## src/rtl/prog_loader_if.sv

```systemverilog
// prog_loader_if: byte-stream input handshake plus instruction-memory write bus.
// master drives in_valid/in_data and observes the rest; slave (the loader)
// consumes bytes, reports in_ready and drives imem_we/imem_addr/imem_wdata.
interface prog_loader_if #(parameter int ADDR_W = 12);
  logic              in_valid;
  logic [7:0]        in_data;
  logic              in_ready;
  logic              imem_we;
  logic [ADDR_W-1:0] imem_addr;
  logic [15:0]       imem_wdata;
  modport master (output in_valid, in_data, input in_ready, imem_we, imem_addr, imem_wdata);
  modport slave (input in_valid, in_data, output in_ready, imem_we, imem_addr, imem_wdata);
endinterface

```

## src/rtl/prog_loader.sv

```systemverilog
// prog_loader: assembles a big-endian byte stream into 16-bit words written to imem, checksum-gated core release.
// Ports: clk, rst (async, active-high), start (restart pulse from RUN/ERR),
// bus (byte stream in, imem write out), cpu_rst/done/error status.
module prog_loader #(
  parameter int ADDR_W = 12
) (
  input  logic         clk,
  input  logic         rst,
  input  logic         start,
  prog_loader_if.slave bus,
  output logic         cpu_rst,
  output logic         done,
  output logic         error
);
  typedef enum logic [2:0] {CNT_HI, CNT_LO, DATA_HI, DATA_LO, SUM_HI, SUM_LO, RUN, ERR} state_t;
  state_t            state_q, state_d;
  logic [7:0]        byte_q, byte_d;
  logic [ADDR_W:0]   cnt_q, cnt_d, idx_q, idx_d;
  logic [15:0]       sum_q, sum_d, wdata_q, wdata_d, word;
  logic [ADDR_W-1:0] addr_q, addr_d;
  logic              we_q, we_d, cpu_rst_q, cpu_rst_d, xfer, too_big;
  assign bus.in_ready   = state_q != RUN && state_q != ERR;
  assign bus.imem_we    = we_q;
  assign bus.imem_addr  = addr_q;
  assign bus.imem_wdata = wdata_q;
  assign cpu_rst        = cpu_rst_q;
  assign done           = state_q == RUN;
  assign error          = state_q == ERR;
  assign xfer           = bus.in_valid && bus.in_ready;
  // byte_q holds whichever high byte is pending, so every 16-bit field is {byte_q, in_data}
  assign word           = {byte_q, bus.in_data};
  assign too_big        = {16'd0, word} > (32'd1 << ADDR_W);
  always_comb begin
    state_d   = state_q;
    byte_d    = byte_q;
    cnt_d     = cnt_q;
    idx_d     = idx_q;
    sum_d     = sum_q;
    we_d      = 1'b0;
    addr_d    = addr_q;
    wdata_d   = wdata_q;
    cpu_rst_d = cpu_rst_q;
    case (state_q)
      CNT_HI, DATA_HI, SUM_HI: if (xfer) begin
        byte_d  = bus.in_data;
        state_d = state_q == CNT_HI ? CNT_LO : state_q == DATA_HI ? DATA_LO : SUM_LO;
      end
      CNT_LO: if (xfer) begin
        cnt_d   = (ADDR_W+1)'(word);
        state_d = too_big ? ERR : word == 16'd0 ? SUM_HI : DATA_HI;
      end
      DATA_LO: if (xfer) begin
        we_d    = 1'b1;
        addr_d  = idx_q[ADDR_W-1:0];
        wdata_d = word;
        sum_d   = sum_q + word;
        idx_d   = idx_q + 1'b1;
        state_d = idx_d == cnt_q ? SUM_HI : DATA_HI;
      end
      SUM_LO: if (xfer) begin
        state_d   = word == sum_q ? RUN : ERR;
        cpu_rst_d = word != sum_q;
      end
      RUN, ERR: if (start) begin
        state_d   = CNT_HI;
        cnt_d     = '0;
        idx_d     = '0;
        sum_d     = '0;
        cpu_rst_d = 1'b1;
      end
      default: state_d = CNT_HI;
    endcase
  end
  always_ff @(posedge clk or posedge rst) begin
    if (rst) begin
      state_q   <= CNT_HI;
      byte_q    <= '0;
      cnt_q     <= '0;
      idx_q     <= '0;
      sum_q     <= '0;
      we_q      <= 1'b0;
      addr_q    <= '0;
      wdata_q   <= '0;
      cpu_rst_q <= 1'b1;
    end else begin
      state_q   <= state_d;
      byte_q    <= byte_d;
      cnt_q     <= cnt_d;
      idx_q     <= idx_d;
      sum_q     <= sum_d;
      we_q      <= we_d;
      addr_q    <= addr_d;
      wdata_q   <= wdata_d;
      cpu_rst_q <= cpu_rst_d;
    end
  end
endmodule

```

## src/flat_wrapper.sv

```systemverilog
// flat-port wrapper written by rule: the top's interface ports become plain ports
module prog_loader_flat 
#(
  parameter int ADDR_W = 12
)
  (clk, rst, start, cpu_rst, done, error, bus_in_valid, bus_in_data, bus_in_ready, bus_imem_we, bus_imem_addr, bus_imem_wdata);
  prog_loader_if #(.ADDR_W(ADDR_W)) bus_i ();
  input  logic clk;
  input  logic rst;
  input  logic start;
  output logic cpu_rst;
  output logic done;
  output logic error;
  input wire logic [$bits(bus_i.in_valid)-1:0] bus_in_valid;
  input wire logic [$bits(bus_i.in_data)-1:0] bus_in_data;
  output wire logic [$bits(bus_i.in_ready)-1:0] bus_in_ready;
  output wire logic [$bits(bus_i.imem_we)-1:0] bus_imem_we;
  output wire logic [$bits(bus_i.imem_addr)-1:0] bus_imem_addr;
  output wire logic [$bits(bus_i.imem_wdata)-1:0] bus_imem_wdata;
  assign bus_i.in_valid = bus_in_valid;
  assign bus_i.in_data = bus_in_data;
  assign bus_in_ready = bus_i.in_ready;
  assign bus_imem_we = bus_i.imem_we;
  assign bus_imem_addr = bus_i.imem_addr;
  assign bus_imem_wdata = bus_i.imem_wdata;
  prog_loader #(.ADDR_W(ADDR_W)) u_core (.clk(clk), .rst(rst), .start(start), .bus(bus_i), .cpu_rst(cpu_rst), .done(done), .error(error));
endmodule
```

## config.mk

```make
export PLATFORM = sky130hd
export DESIGN_NAME = prog_loader_flat
export DESIGN_NICKNAME = d
export VERILOG_FILES = /design/src/rtl/prog_loader_if.sv /design/src/rtl/prog_loader.sv /design/src/flat_wrapper.sv
export SDC_FILE = /design/constraint.sdc
export NUM_CORES = 1
export LEC_CHECK = 0
export BUFFER_PORTS_ARGS = -buffer_cell sky130_fd_sc_hd__buf_2
export CELL_PAD_IN_SITES_DETAIL_PLACEMENT = 0
export CELL_PAD_IN_SITES_GLOBAL_PLACEMENT = 2
export CORE_MARGIN = 4
export CORE_UTILIZATION = 37
export DETAILED_ROUTE_END_ITERATION = 8
export PLACE_DENSITY_LB_ADDON = 0.15
export RECOVER_POWER = 50
export SLEW_MARGIN = 20
export SYNTH_ARGS = -nofsm -noshare
export SYNTH_HDL_FRONTEND = slang
export SYNTH_SLANG_ARGS = --single-unit
```

## constraint.sdc

```tcl
create_clock -name clk -period 3.29 [get_ports clk]
set_input_delay 0.8225 -clock clk [delete_from_list [all_inputs] [get_ports clk]]
set_output_delay 0.8225 -clock clk [all_outputs]
set_load 0.01 [all_outputs]
```

Word level (Yosys, flattened, before mapping)
Index checks and enable logic that the tools add are counted.
{"block": "totals", "ff_bits": 83, "latch_bits": 0, "ram_bits": 0, "mem_bits_ro": 0, "in_bits": 12, "output_inout_bits": 33, "word_cells": 69, "mem_count": 0}
{"block": "classes", "n_addsub": 2, "n_mul": 0, "div": 0, "order_cmp": 1, "n_eq_ne": 17, "shifts": 0, "n_mux": 25, "n_bitwise": 0, "n_reduce_logical": 15}
{"operator": "13-bit case mux with 2 select lines", "count": 2}
{"operator": "13-bit 2-to-1 mux", "count": 3}
{"operator": "16-bit 2-to-1 mux", "count": 2}
{"operator": "16-bit case mux with 2 select lines", "count": 1}
{"operator": "3-bit 2-to-1 mux", "count": 10}
{"operator": "16-bit adder", "count": 1}
{"operator": "16-bit == test", "count": 1}
{"operator": "16-bit by 13-bit > comparator with 1-bit output (second input constant)", "count": 1}
{"operator": "16-bit logical NOT", "count": 1}
{"operator": "16-bit inequality test", "count": 1}
{"operator": "3-bit case mux with 5 select lines", "count": 1}
{"operator": "13-bit by 1-bit adder with 13-bit output (second input constant)", "count": 1}
{"operator": "13-bit == test", "count": 1}
{"operator": "3-bit == test (second input constant)", "count": 4}
{"operator": "3-bit AND reduction", "count": 3}
{"operator": "2-bit by 1-bit inequality test with 1-bit output (second input constant)", "count": 4}
{"operator": "3-bit by 2-bit == test with 1-bit output (second input constant)", "count": 2}
{"operator": "3-bit inequality test (second input constant)", "count": 2}
{"operator": "2-bit nonzero test", "count": 3}
{"operator": "1-bit 2-to-1 mux", "count": 5}
{"operator": "5-bit AND reduction", "count": 1}
{"operator": "2-bit AND reduction", "count": 2}
{"operator": "3-bit by 1-bit == test with 1-bit output (second input constant)", "count": 1}
{"operator": "3-bit logical NOT", "count": 1}
{"operator": "5 further kinds", "count": 6}

Depth between registers and ports, before layout
{"block": "depth", "depth_word": 5, "ltp_mapped": 9, "mapped_depth_nobuf": 9}

Worst setup path before layout
OpenSTA, ideal clock, no wires.
{"block": "synth_timing", "path_kind": "input port to flip-flop", "start": "input port bus_in_data[1]", "end": "register u_core.sum_q[15]", "setup_time_ns": 0.124, "arrival_ns": 2.799, "t_required_ns": 3.166, "setup_slack_ns": 0.367, "cell_stages": 8, "path_cell_list": "ha_1 > a211oi_1 > nor3_1 > and4bb_1 > o31ai_4 > o31ai_2 > mux2_1 > a211o_1"}
{"block": "synth_between", "elab_chain_len": 3}
{"element": "from (decl)", "line_no": "flat_wrapper.sv:15", "text": "input wire logic [$bits(bus_i.in_data)-1:0] bus_in_data;"}
{"element": "16-bit adder", "line_no": "prog_loader.sv:56", "text": "sum_d = sum_q + word;"}
{"element": "16-bit 2-to-1 mux", "line_no": "prog_loader.sv:52", "text": "DATA_LO: if (xfer) begin"}
{"element": "16-bit case mux with 2 select lines", "line_no": "prog_loader.sv:43", "text": "case (state_q)"}
{"element": "to (signal assigned)", "line_no": "prog_loader.sv:90", "text": "sum_q <= sum_d;"}
{"element": "to (decl)", "line_no": "prog_loader.sv:19", "text": "logic [15:0] sum_q, sum_d, wdata_q, wdata_d, word;"}
No other way between the ends. The select of a mux whose other input is x is not followed.
A chain may end at the register's enable or synchronous reset.

Worst setup path after layout
{"block": "layout_timing", "start": "input port bus_in_valid", "end": "register u_core.sum_q[15]"}
{"block": "layout_between", "elab_chain_len": 3}
{"element": "from (decl)", "line_no": "flat_wrapper.sv:14", "text": "input wire logic [$bits(bus_i.in_valid)-1:0] bus_in_valid;"}
{"element": "1-bit logical AND", "line_no": "prog_loader.sv:29", "text": "assign xfer = bus.in_valid && bus.in_ready;"}
{"element": "2-bit by 1-bit inequality test with 1-bit output (no source line)"}
{"element": "3-bit AND reduction (no source line)"}
No other way between the ends.

==> impl_metrics.toml <==
[run_status]
status = "finished, violations left"
violations = "max-capacitance violations, max-slew violations"

[synthesis]
synth_mux_area_frac = 0.0246
synth_seq_area_share = 0.459
synth-xor-area-share = 0.0522
synth-adder-area-share = 0.0486
synth_compound_area_frac = 0.158
synth_cells = 510
yosysWarnings = 0
dominantRegCellSynth = "dfrtp_1"
synth-simple-area-share = 0.225
syn_area_per_cell_um2 = 8.88
postSynth.asyncResetShare = 1.00
ys_types = 54
synth_area_leaders = "dfrtp_1, nand2_1, o21ai_0, ha_1, xnor2_1"
synth_top_area_share = 0.453
yosysTopAreaCell = "dfrtp_1"
synth_edf_count = 0
synth_nets = 539
syn_area_um2 = 4530
synth_top_family_by_area = "simple AND/OR/NAND/NOR gates"
ys_seq_elements = 83

[global_route]
antenna_found_initial = 0
grt_pass1_vias = 3763
grt_pass1_wl_mm = 19.4
grt_overflow = 0
top_usage_layer = "met2"
use_met3 = 0.0349
grtUsageMet2 = 0.285
grt_max_degree = 35
grt_use_total = 0.173
grt_util_met1 = 0.227

[sta]
slew_viol_final = 35
slew_headroom = -0.0300
post-route-min-period_ns = 2.91
rsz0062_at_grt = "no"
fin_skew_ns = 0.0108
tightestPinTransition_ns = 1.54
hold_viol = 0
fmax_mhz = 344
fin_crit_sh = 0.884
setup_violations = 0
fin_tns_setup_ns = 0

[critical_path]
worstPathCellList = "clkbuf_1 -> and2_0 -> nand3_1 -> clkbuf_1 -> nor3_1 -> mux2_1 -> a211o_1"
critPathArrivalTime_ns = 3.13
slowest_delay_ns = 1.07
cp_slowest_cell = "clkbuf_1"
cp-end-kind = "flip-flop"
worst-setup-path-type = "input port to flip-flop"
cp-start-kind = "input port"
cp_common_cell = "clkbuf_1"
r2r_slack_ns = 0.48
worstPathRequired_ns = 3.51
cp_max_fo = 33

[final_layout]
num_antenna_cells = 0
drive_gt1_frac = 0.137
fin_util = 0.432
synthToLayoutAreaGrowth_pct = 14.5
regArea_um2 = 2080
fin_nets = 585
multi_input_area_um2 = 2300
fillCellCount = 1231

[detailed_routing]
wl_per_cell_um = 16.3
dr_total_vias = 3771
drcViolationCount = 0
drtIter0Drc = 178
viasPerCell = 5.33
drtAntennaViolNets = 0
wl_mm = 11.5
first_pass_iters = 4

[job]
max_cap_viol_count = 1

[pwr]
power.density_nw_per_um2 = 872
peakVddDrop_mv = 0.299
power_leakage_uw = 0.00247

[clock_tree]
clkSinkCount = 83
cts_hold_buffers = 0
clk_latency_ns = 0.35
cts_made_buffers = 9
cts.clk_slew.worst_paths_ns = 0.06
postCtsSetupBuffers = 0
clockBufferDepth = 2
cts-root-buf = "clkbuf_16"
cts_tree = "yes"
cts_resized = 0
cts_max_level = 3

[min_path]
hp-class = "flip-flop to flip-flop"

[floorplan]
core_um2 = 12000
die_w_um = 119
io_pins = 45
fp.dieH_um = 119
design.die.area_um2 = 14100
start_util = 0.377
rows = 40

[place]
io_buffers = 44
gp_congestion = 0.857
dp_hpwl_mm = 8.38
flip-flops by register name, summed over array words and instances (netlist names):
| name | cells |
|---|---|
| u_core.cpu_rst | 1 |
| u_core.state_q | 3 |
| u_core.idx_q | 13 |
| u_core.bus.imem_addr | 12 |
| u_core.bus.imem_wdata | 16 |
| u_core.sum_q | 16 |
| u_core.bus.imem_we | 1 |
| u_core.byte_q | 8 |
| u_core.cnt_q | 13 |
final cells by class:
cell class,count,area share
clock inverter,3,0.00338
sequential,83,0.401
inverter,6,0.00458
clock buffer,13,0.0463
tap,147,0.0355
timing repair buffer,63,0.0656
multi-input combinational,393,0.444
cell families after synthesis:
family                     after synthesis
AOI/OAI and AO/OA                      114
xor gates and xnor gates                27
adders and majority gates               17
buffers and inverters                   34
DFF                                     83
muxes                                   10
and+or+nand+nor                        225
metrics by stage:
| stage | instances | setup WS [ns] | instance area [µm²] | hold WS (ns) | power, µW |
|---|---|---|---|---|---|
| 5_1_grt | 708 | 0.136 | 5190 | 0.490 | 4920 |
| 4_1_cts | 708 | 0.431 | 5230 | 0.474 | 4610 |
| 6_report | 708 | 0.381 | 5190 | 0.466 | 4520 |
| 3_5_place_dp | 692 | 0.0750 | 4970 | 0.457 | 3670 |
| 3_3_place_gp | 692 | 0.0864 | 4970 | 0.454 | 3660 |
| 2_1_floorplan | 510 | 0.332 | 4530 | 0.454 | 3030 |
Yosys cell counts (2+ instances only):
cell and instances:
nand2_1 133, dfrtp_1 82, o21ai_0 49, nor2_1 24
clkbuf_1 18, xnor2_1 18, a21oi_1 17, ha_1 16
nand3_1 9, nand4_1 9, xor2_1 9, and2_1 8
and3_1 8, mux2_2 8, nor4_1 8, o31ai_1 8
a31oi_1 7, nor3_1 7, a21o_1 6, inv_1 5
a211oi_1 4, buf_1 4, a211o_1 3, a22o_1 3
and4_1 3, buf_4 3, nand2b_1 3, nor2b_1 3
o21a_1 3, o21bai_1 3, or3_1 3, a32o_1 2
buf_2 2, nand3b_1 2
where the power goes:
part / internal, µW / switching (µW) / leakage (µW)
combinational: 848 / 1160 / 0.00127
clock: 510 / 400 / 0.000124
sequential: 1350 / 259 / 0.00108
total: 2710 / 1820 / 0.00247
layer usage:
layer | part of all wire | vias up
met2 | 0.48 | 69
li1 | - | 1871
met3 | 0.031 | 14
met4 | 0.017 | 0
met5 | 0 | -
met1 | 0.47 | 1817
final timing paths:
kind / from / endpoint / cells past startpoint
max in group asynchronous: rst / u_core.sum_q[6] / 3
setup reg to reg: u_core.idx_q[0] / u_core.state_q[2] / 8
min in group asynchronous: rst / u_core.idx_q[3] / 2
setup / recovery: bus_in_valid / u_core.sum_q[15] / 7
hold / removal: u_core.bus.imem_addr[6] / u_core.bus.imem_addr[6] / 2
hold reg to reg: u_core.bus.imem_addr[6] / u_core.bus.imem_addr[6] / 2
cell usage in the layout, fill, tap and decap left out, types with 4 or more instances in the layout:
cell and count:
and3_1 8, mux2_2 8, clkbuf_16 9, dfrtp_1 82, nand3_1 9, o21ai_0 49, nor2_1 24, inv_1 4
nor4_1 8, a21o_1 6, nand2_1 133, buf_4 16, a21oi_1 17, clkbuf_1 16, ha_1 16, xor2_1 9
nor3_1 7, o31ai_1 8, and2_1 7, xnor2_1 18, nand4_1 9, a211oi_1 4, buf_2 34, a31oi_1 7
worst max-delay path: cells and delay by family:
| family | cells | cell delay, ns |
|---|---|---|
| AO/OA/AOI/OAI | 1 | 0.27 |
| AND/OR/NAND/NOR | 3 | 0.49 |
| buffers and inverters | 2 | 1.18 |
| multiplexers | 1 | 0.35 |
(Power assumes the default switching activity.)
